File: config.mk
export PLATFORM = sky130hd
export DESIGN_NAME = phys_reg_tracker_flat
export DESIGN_NICKNAME = d
export VERILOG_FILES = /design/src/rtl/phys_reg_tracker_if.sv /design/src/rtl/phys_reg_tracker.sv /design/src/flat_wrapper.sv
export SDC_FILE = /design/constraint.sdc
export NUM_CORES = 2
export LEC_CHECK = 0
export CORE_UTILIZATION = 40
export CTS_BUF_LIST = sky130_fd_sc_hd__clkbuf_4
export DETAILED_ROUTE_END_ITERATION = 16
export SLEW_MARGIN = 20
export SYNTH_ARGS = -nofsm -noshare
export SYNTH_HDL_FRONTEND = slang
export SYNTH_SLANG_ARGS = --single-unit
File: constraint.sdc
create_clock -name clk -period 278.9 [get_ports clk]
set_input_delay 27.89 -clock clk [delete_from_list [all_inputs] [get_ports clk]]
set_output_delay 27.89 -clock clk [all_outputs]
set_load 0.05 [all_outputs]
File: src/rtl/phys_reg_tracker_if.sv
// phys_reg_tracker_if: dispatch, retire, CDB and branch-stack signals of the register tracker
interface phys_reg_tracker_if #(
  parameter int N         = 3,
  parameter int NUM_PREGS = 64,
  parameter int NUM_CKPT  = 4
);
  localparam int PW = $clog2(NUM_PREGS);
  localparam int CW = $clog2(NUM_CKPT);
  localparam int SW = $clog2(N + 1);
  localparam int FW = $clog2(NUM_PREGS + 1);
  logic [SW-1:0]        alloc_req;
  logic [SW-1:0]        alloc_count;
  logic [N-1:0][PW-1:0] alloc_idx;
  logic [FW-1:0]        free_count;
  logic [N-1:0]         retire_valid;
  logic [N-1:0][PW-1:0] retire_idx;
  logic [N-1:0]         complete_valid;
  logic [N-1:0][PW-1:0] complete_idx;
  logic [NUM_PREGS-1:0] ready_list;
  logic                 ckpt_save;
  logic [CW-1:0]        ckpt_id;
  logic                 ckpt_full;
  logic                 ckpt_release;
  logic [CW-1:0]        release_id;
  logic                 restore;
  logic [CW-1:0]        restore_id;
  modport master (
    output alloc_req, retire_valid, retire_idx, complete_valid, complete_idx,
           ckpt_save, ckpt_release, release_id, restore, restore_id,
    input  alloc_count, alloc_idx, free_count, ready_list, ckpt_id, ckpt_full
  );
  modport slave (
    input  alloc_req, retire_valid, retire_idx, complete_valid, complete_idx,
           ckpt_save, ckpt_release, release_id, restore, restore_id,
    output alloc_count, alloc_idx, free_count, ready_list, ckpt_id, ckpt_full
  );
endinterface

File: src/rtl/phys_reg_tracker.sv
// phys_reg_tracker: free list, ready list and branch checkpoints for an R10K-style rename stage
module phys_reg_tracker #(
  parameter int N         = 3,
  parameter int NUM_PREGS = 64,
  parameter int NUM_AREGS = 32,
  parameter int NUM_CKPT  = 4
) (
  input logic               clk,
  input logic               rst,
  phys_reg_tracker_if.slave bus
);
  localparam int PW = $clog2(NUM_PREGS);
  localparam int CW = $clog2(NUM_CKPT);
  localparam int SW = $clog2(N + 1);
  localparam int FW = $clog2(NUM_PREGS + 1);
  localparam logic [NUM_PREGS-1:0] RESET_FREE = {{(NUM_PREGS-NUM_AREGS){1'b1}}, {NUM_AREGS{1'b0}}};
  logic [NUM_PREGS-1:0] free_q, free_d, ready_q, ready_d, free_nxt;
  logic [NUM_PREGS-1:0] alloc_mask, retire_mask, complete_mask;
  logic [NUM_CKPT-1:0] valid_q, valid_d, kill, rel_vec;
  logic [NUM_CKPT-1:0][NUM_PREGS-1:0] snap_q, snap_d;
  logic [NUM_CKPT-1:0][NUM_CKPT-1:0] older_q, older_d;
  logic [SW-1:0] req, cnt;
  logic [N-1:0][PW-1:0] idx;
  logic [FW-1:0] fc;
  logic [CW-1:0] cid;
  logic save_ok;
  // Grant the lowest free registers; a mispredict cycle grants nothing
  always_comb begin
    req = bus.restore ? '0 : (bus.alloc_req > SW'(N) ? SW'(N) : bus.alloc_req);
    cnt = '0;
    idx = '0;
    alloc_mask = '0;
    for (int i = 0; i < NUM_PREGS; i++)
      if (free_q[i] && cnt < req) begin
        idx[cnt] = PW'(i);
        alloc_mask[i] = 1'b1;
        cnt = cnt + SW'(1);
      end
  end
  // Free-register count and lowest invalid checkpoint slot
  always_comb begin
    fc = '0;
    cid = '0;
    for (int i = 0; i < NUM_PREGS; i++) fc = fc + FW'(free_q[i]);
    for (int s = NUM_CKPT - 1; s >= 0; s--) if (!valid_q[s]) cid = CW'(s);
  end
  // Merge retire and CDB lanes into masks; duplicate indices simply OR together
  always_comb begin
    retire_mask = '0;
    complete_mask = '0;
    for (int l = 0; l < N; l++) begin
      if (bus.retire_valid[l]) retire_mask[bus.retire_idx[l]] = 1'b1;
      if (bus.complete_valid[l]) complete_mask[bus.complete_idx[l]] = 1'b1;
    end
  end
  // Next state: retires survive restores by being folded into every snapshot
  always_comb begin
    free_nxt = free_q & ~alloc_mask | retire_mask;
    free_d = bus.restore ? (snap_q[bus.restore_id] | retire_mask) : free_nxt;
    ready_d = ready_q & ~alloc_mask | complete_mask;
    kill = '0;
    rel_vec = '0;
    for (int s = 0; s < NUM_CKPT; s++)
      kill[s] = bus.restore && (CW'(s) == bus.restore_id || older_q[s][bus.restore_id]);
    if (bus.ckpt_release && valid_q[bus.release_id] && !kill[bus.release_id]) rel_vec[bus.release_id] = 1'b1;
    save_ok = bus.ckpt_save && !bus.restore && !(&valid_q);
    valid_d = valid_q & ~kill & ~rel_vec;
    for (int s = 0; s < NUM_CKPT; s++) begin
      snap_d[s] = snap_q[s] | retire_mask;
      older_d[s] = older_q[s] & ~rel_vec;
    end
    if (save_ok) begin
      valid_d[cid] = 1'b1;
      snap_d[cid] = free_nxt;
      older_d[cid] = valid_q & ~rel_vec;
    end
  end
  // State registers
  always_ff @(posedge clk or posedge rst)
    if (rst) begin
      free_q <= RESET_FREE;
      ready_q <= '1;
      valid_q <= '0;
      snap_q <= '0;
      older_q <= '0;
    end else begin
      free_q <= free_d;
      ready_q <= ready_d;
      valid_q <= valid_d;
      snap_q <= snap_d;
      older_q <= older_d;
    end
  assign bus.alloc_count = cnt;
  assign bus.alloc_idx = idx;
  assign bus.free_count = fc;
  assign bus.ready_list = ready_q;
  assign bus.ckpt_id = cid;
  assign bus.ckpt_full = &valid_q;
endmodule
File: src/flat_wrapper.sv
// flat-port wrapper written by rule: the top's interface ports become plain ports
module phys_reg_tracker_flat 
#(
  parameter int N         = 3,
  parameter int NUM_PREGS = 64,
  parameter int NUM_AREGS = 32,
  parameter int NUM_CKPT  = 4
)
  (clk, rst, bus_alloc_req, bus_retire_valid, bus_retire_idx, bus_complete_valid, bus_complete_idx, bus_ckpt_save, bus_ckpt_release, bus_release_id, bus_restore, bus_restore_id, bus_alloc_count, bus_alloc_idx, bus_free_count, bus_ready_list, bus_ckpt_id, bus_ckpt_full);
  phys_reg_tracker_if #(.N(N), .NUM_PREGS(NUM_PREGS), .NUM_CKPT(NUM_CKPT)) bus_i ();
  input logic clk;
  input logic rst;
  input wire logic [$bits(bus_i.alloc_req)-1:0] bus_alloc_req;
  input wire logic [$bits(bus_i.retire_valid)-1:0] bus_retire_valid;
  input wire logic [$bits(bus_i.retire_idx)-1:0] bus_retire_idx;
  input wire logic [$bits(bus_i.complete_valid)-1:0] bus_complete_valid;
  input wire logic [$bits(bus_i.complete_idx)-1:0] bus_complete_idx;
  input wire logic [$bits(bus_i.ckpt_save)-1:0] bus_ckpt_save;
  input wire logic [$bits(bus_i.ckpt_release)-1:0] bus_ckpt_release;
  input wire logic [$bits(bus_i.release_id)-1:0] bus_release_id;
  input wire logic [$bits(bus_i.restore)-1:0] bus_restore;
  input wire logic [$bits(bus_i.restore_id)-1:0] bus_restore_id;
  output wire logic [$bits(bus_i.alloc_count)-1:0] bus_alloc_count;
  output wire logic [$bits(bus_i.alloc_idx)-1:0] bus_alloc_idx;
  output wire logic [$bits(bus_i.free_count)-1:0] bus_free_count;
  output wire logic [$bits(bus_i.ready_list)-1:0] bus_ready_list;
  output wire logic [$bits(bus_i.ckpt_id)-1:0] bus_ckpt_id;
  output wire logic [$bits(bus_i.ckpt_full)-1:0] bus_ckpt_full;
  assign bus_i.alloc_req = bus_alloc_req;
  assign bus_i.retire_valid = bus_retire_valid;
  assign bus_i.retire_idx = bus_retire_idx;
  assign bus_i.complete_valid = bus_complete_valid;
  assign bus_i.complete_idx = bus_complete_idx;
  assign bus_i.ckpt_save = bus_ckpt_save;
  assign bus_i.ckpt_release = bus_ckpt_release;
  assign bus_i.release_id = bus_release_id;
  assign bus_i.restore = bus_restore;
  assign bus_i.restore_id = bus_restore_id;
  assign bus_alloc_count = bus_i.alloc_count;
  assign bus_alloc_idx = bus_i.alloc_idx;
  assign bus_free_count = bus_i.free_count;
  assign bus_ready_list = bus_i.ready_list;
  assign bus_ckpt_id = bus_i.ckpt_id;
  assign bus_ckpt_full = bus_i.ckpt_full;
  phys_reg_tracker #(.N(N), .NUM_PREGS(NUM_PREGS), .NUM_AREGS(NUM_AREGS), .NUM_CKPT(NUM_CKPT)) u_core (.clk(clk), .rst(rst), .bus(bus_i));
endmodule
==> results.md <==
- Status: complete, no violations
- Syn_nets: 4426
- TritonCTS Buffers: 115
- Sequential cell area fraction in the yosys report: 0.294
- Max Transition Viols Final: 0
- Post-Syn Area: 34400 sq um
- Xor and xnor area share after synthesis: 0.00178
- Synth top area share: 0.221
- R2R depth: 359
- Final wirelength: 126000 um
- Die width: 295 um
- Final ANT Viol Nets: 0
- Initial antenna violation count: 8
- Crit path time final: 147.14 ns
- CP endpoint kind: output port
- Synth area leader: dfrtp_1
- # resized after CTS: 0
- Largest family of logic cells by synthesized area: compound AO/OA/AOI/OAI gates
- Worst-Skew Late Latency: 0.93 ns
- Worst setup path endpoint: bus_alloc_count[1]
- Critical Path Slowest Stage Cell: clkdlybuf4s50_1
- First-pass GRT wire length: 190000 um
- Core box area: 85100 sq um
- Post-DP HPWL: 96800 um
- Top post-synthesis cells by area: dfrtp_1, ha_1, nand2_1, dfstp_2, o211ai_1
- Max Cap Viol: 0
- Vias in the first global route: 30535
- Critical path class: primary input to output port
- Min-Delay Path Class: register to register
- Syn Area/Cell: 8.49 sq um
- Setup Viol. Count Final: 0
- GRT Total Usage: 0.286
- Slew margin rel.: 0.183
- Vias per cell: 6.02
- # IOs: 147
- Mux cell area share after synthesis: 0.0714
- Largest net degree at the start of global routing: 160
- Crit path DAT: 119.25 ns
- H-tree depth: 3
- DR pass1 iterations: 13
- RSZ-0062 raised after global routing: false
- Simple-Gate Fraction of Synth Area: 0.188
- Share of flip-flops with an asynchronous set or reset: 1.00
- Synth warn: 0
- Setup crit start kind: primary input
- Placer congestion estimate: 0.974
- Adder-cell share of the synthesized area: 0.128
- Reg2reg start: u_core.free_q[0]
- Delay of the slowest critical-path stage: 0.93 ns
- Period utilization: 0.528
- Die Height: 295 um
- Setup repair bufs after CTS: 0
- Layout overhead on the synthesized area: 11.9%
- Reg-to-reg endpoint: u_core.bus.ready_list[63]
- Worst-path fanout max: 35
- Synth Instances: 4053
- Vias after detailed routing: 32675
- Die area: 87200 sq um
- Row count: 107
- Most used cell, CP: ha_1
- Cell variety after synth: 122
- Setup Skew: 0.0941 ns
- Fin. Hold Viols: 0
- Ratio of cells with drive above 1 in the final layout: 0.128
- Compound-cell area share of the yosys netlist: 0.264
- Final nets: 4560
- Worst setup path start: bus_alloc_req[0]
- Primary FF master, synth: dfrtp_1
- Final routed DRC violation total: 0
- TritonCTS clock tree: done
- Drt first-iter violations: 3143
- I/O Buffers: 146
- Setup TNS: 0 ns
- Critical Path RT: 251.01 ns
- CTS root buffer: clkbuf_4
- Max Fclk: 0.00680 GHz
- EDFF count, synth: 0
- Routed WL per cell: 23.3 um
- CTS Hold Buffers Added: 0
- Clock Pin Slew Worst Setup and Hold Paths: 0.07 ns
- Grt total ovfl: 0
- Flop2flop setup slack: 189.10 ns
- Initial core utilization: 0.404
- Clk sink count: 400
- Measured slew at the worst slew-check pin: 1.23 ns
- Yosys reg bits: 400
- Clock Path Buffers: 3
## layout make-up
class                   instances  area [sq um]
multi-input cells            3184         22500
fillers                      8540         46600
repair buffers                194          1820
flip-flops and latches        400         10100
well taps                    1144          1430
inverters                     292          1110
diodes                          1          2.50
clock buffers                 173          1300
clock inverters                36           195
## stage by stage
step | instance area (sq um) | util | hold WS, ns | cells | worst slack [ns]
floorplan | 34400 | - | 0.454 | 4053 | 142.64
global placement | 37000 | 0.434 | 0.466 | 5210 | 136.42
detailed placement | 37000 | 0.435 | 0.476 | 5214 | 133.72
CTS | 38500 | 0.452 | 0.491 | 5423 | 133.34
global route | 38500 | 0.452 | 0.507 | 5424 | 123.87
finish | 38500 | 0.452 | 0.494 | 5424 | 131.76
## cell families (layout without fill, tap and decap cells)
logic type	Yosys count	after routing
XOR/XNOR	7	7
multiplexers	156	156
buffers and inverters	469	695
adder cells (fa/ha/maj)	320	320
flip-flops	400	400
AND/OR/NAND/NOR	1410	1410
AO/OA/AOI/OAI	1291	1291
other	0	1
## worst min path at each step
stage / to / depth (start not counted) / start / slack, ns
5_1_grt: u_core.bus.ready_list[41] / 2 / u_core.bus.ready_list[41] / 0.51
2_1_floorplan: u_core.snap_q[191] / 1 / u_core.snap_q[191] / 0.45
6_report: u_core.snap_q[191] / 1 / u_core.snap_q[191] / 0.49
3_3_place_gp: u_core.snap_q[255] / 1 / u_core.snap_q[255] / 0.47
3_5_place_dp: u_core.snap_q[255] / 1 / u_core.snap_q[255] / 0.48
4_1_cts: u_core.snap_q[255] / 1 / u_core.snap_q[255] / 0.49
## Yosys cell counts (55+ instances only)
cell / n
inv_1: 283
o21ai_0: 214
nor3_1: 57
nand2_1: 698
o22ai_1: 74
o211ai_1: 335
fa_1: 55
dfstp_2: 96
a21oi_1: 215
ha_1: 265
dfrtp_1: 304
clkbuf_1: 134
nand2b_1: 95
mux4_2: 64
nor2_1: 243
nand3_1: 70
## worst max-delay path: cells and delay by family
kind,cells,cell delay [ns]
muxes,33,11.31
and+or+nand+nor,124,28.14
adders and majority gates,62,16.21
AOI/OAI and AO/OA,99,29.92
buffers and inverters,44,5.63
## per-layer routing
metal	global-route usage	share of wire	vias to the layer above
met5	0	0.00045	-
met3	0.0583	0.091	197
li1	-	-	15229
met2	0.423	0.42	1394
met1	0.416	0.46	15845
met4	0.0906	0.030	10
## state kept, by name (all words and copies together) (netlist names)
| register | flops |
|---|---|
| u_core.valid_q | 4 |
| u_core.snap_q | 256 |
| u_core.older_q | 12 |
| u_core.free_q | 64 |
| u_core.bus.ready_list | 64 |
## cells in the final DEF, fill, tap and decap left out, types with 96 or more instances in the layout
| cell | netlist | routed |
|---|---|---|
| ha_1 | 265 | 265 |
| inv_1 | 283 | 282 |
| clkbuf_4 | 0 | 173 |
| dfrtp_1 | 304 | 304 |
| a21oi_1 | 215 | 215 |
| dfstp_2 | 96 | 96 |
| o21ai_0 | 214 | 204 |
| clkdlybuf4s50_1 | 0 | 143 |
| nand2_1 | 698 | 698 |
| o211ai_1 | 335 | 335 |
| nor2_1 | 243 | 243 |
Power is left out: the tool's default activity adds up to more than one toggle a clock period on the data nets, which glitch-free logic cannot reach.
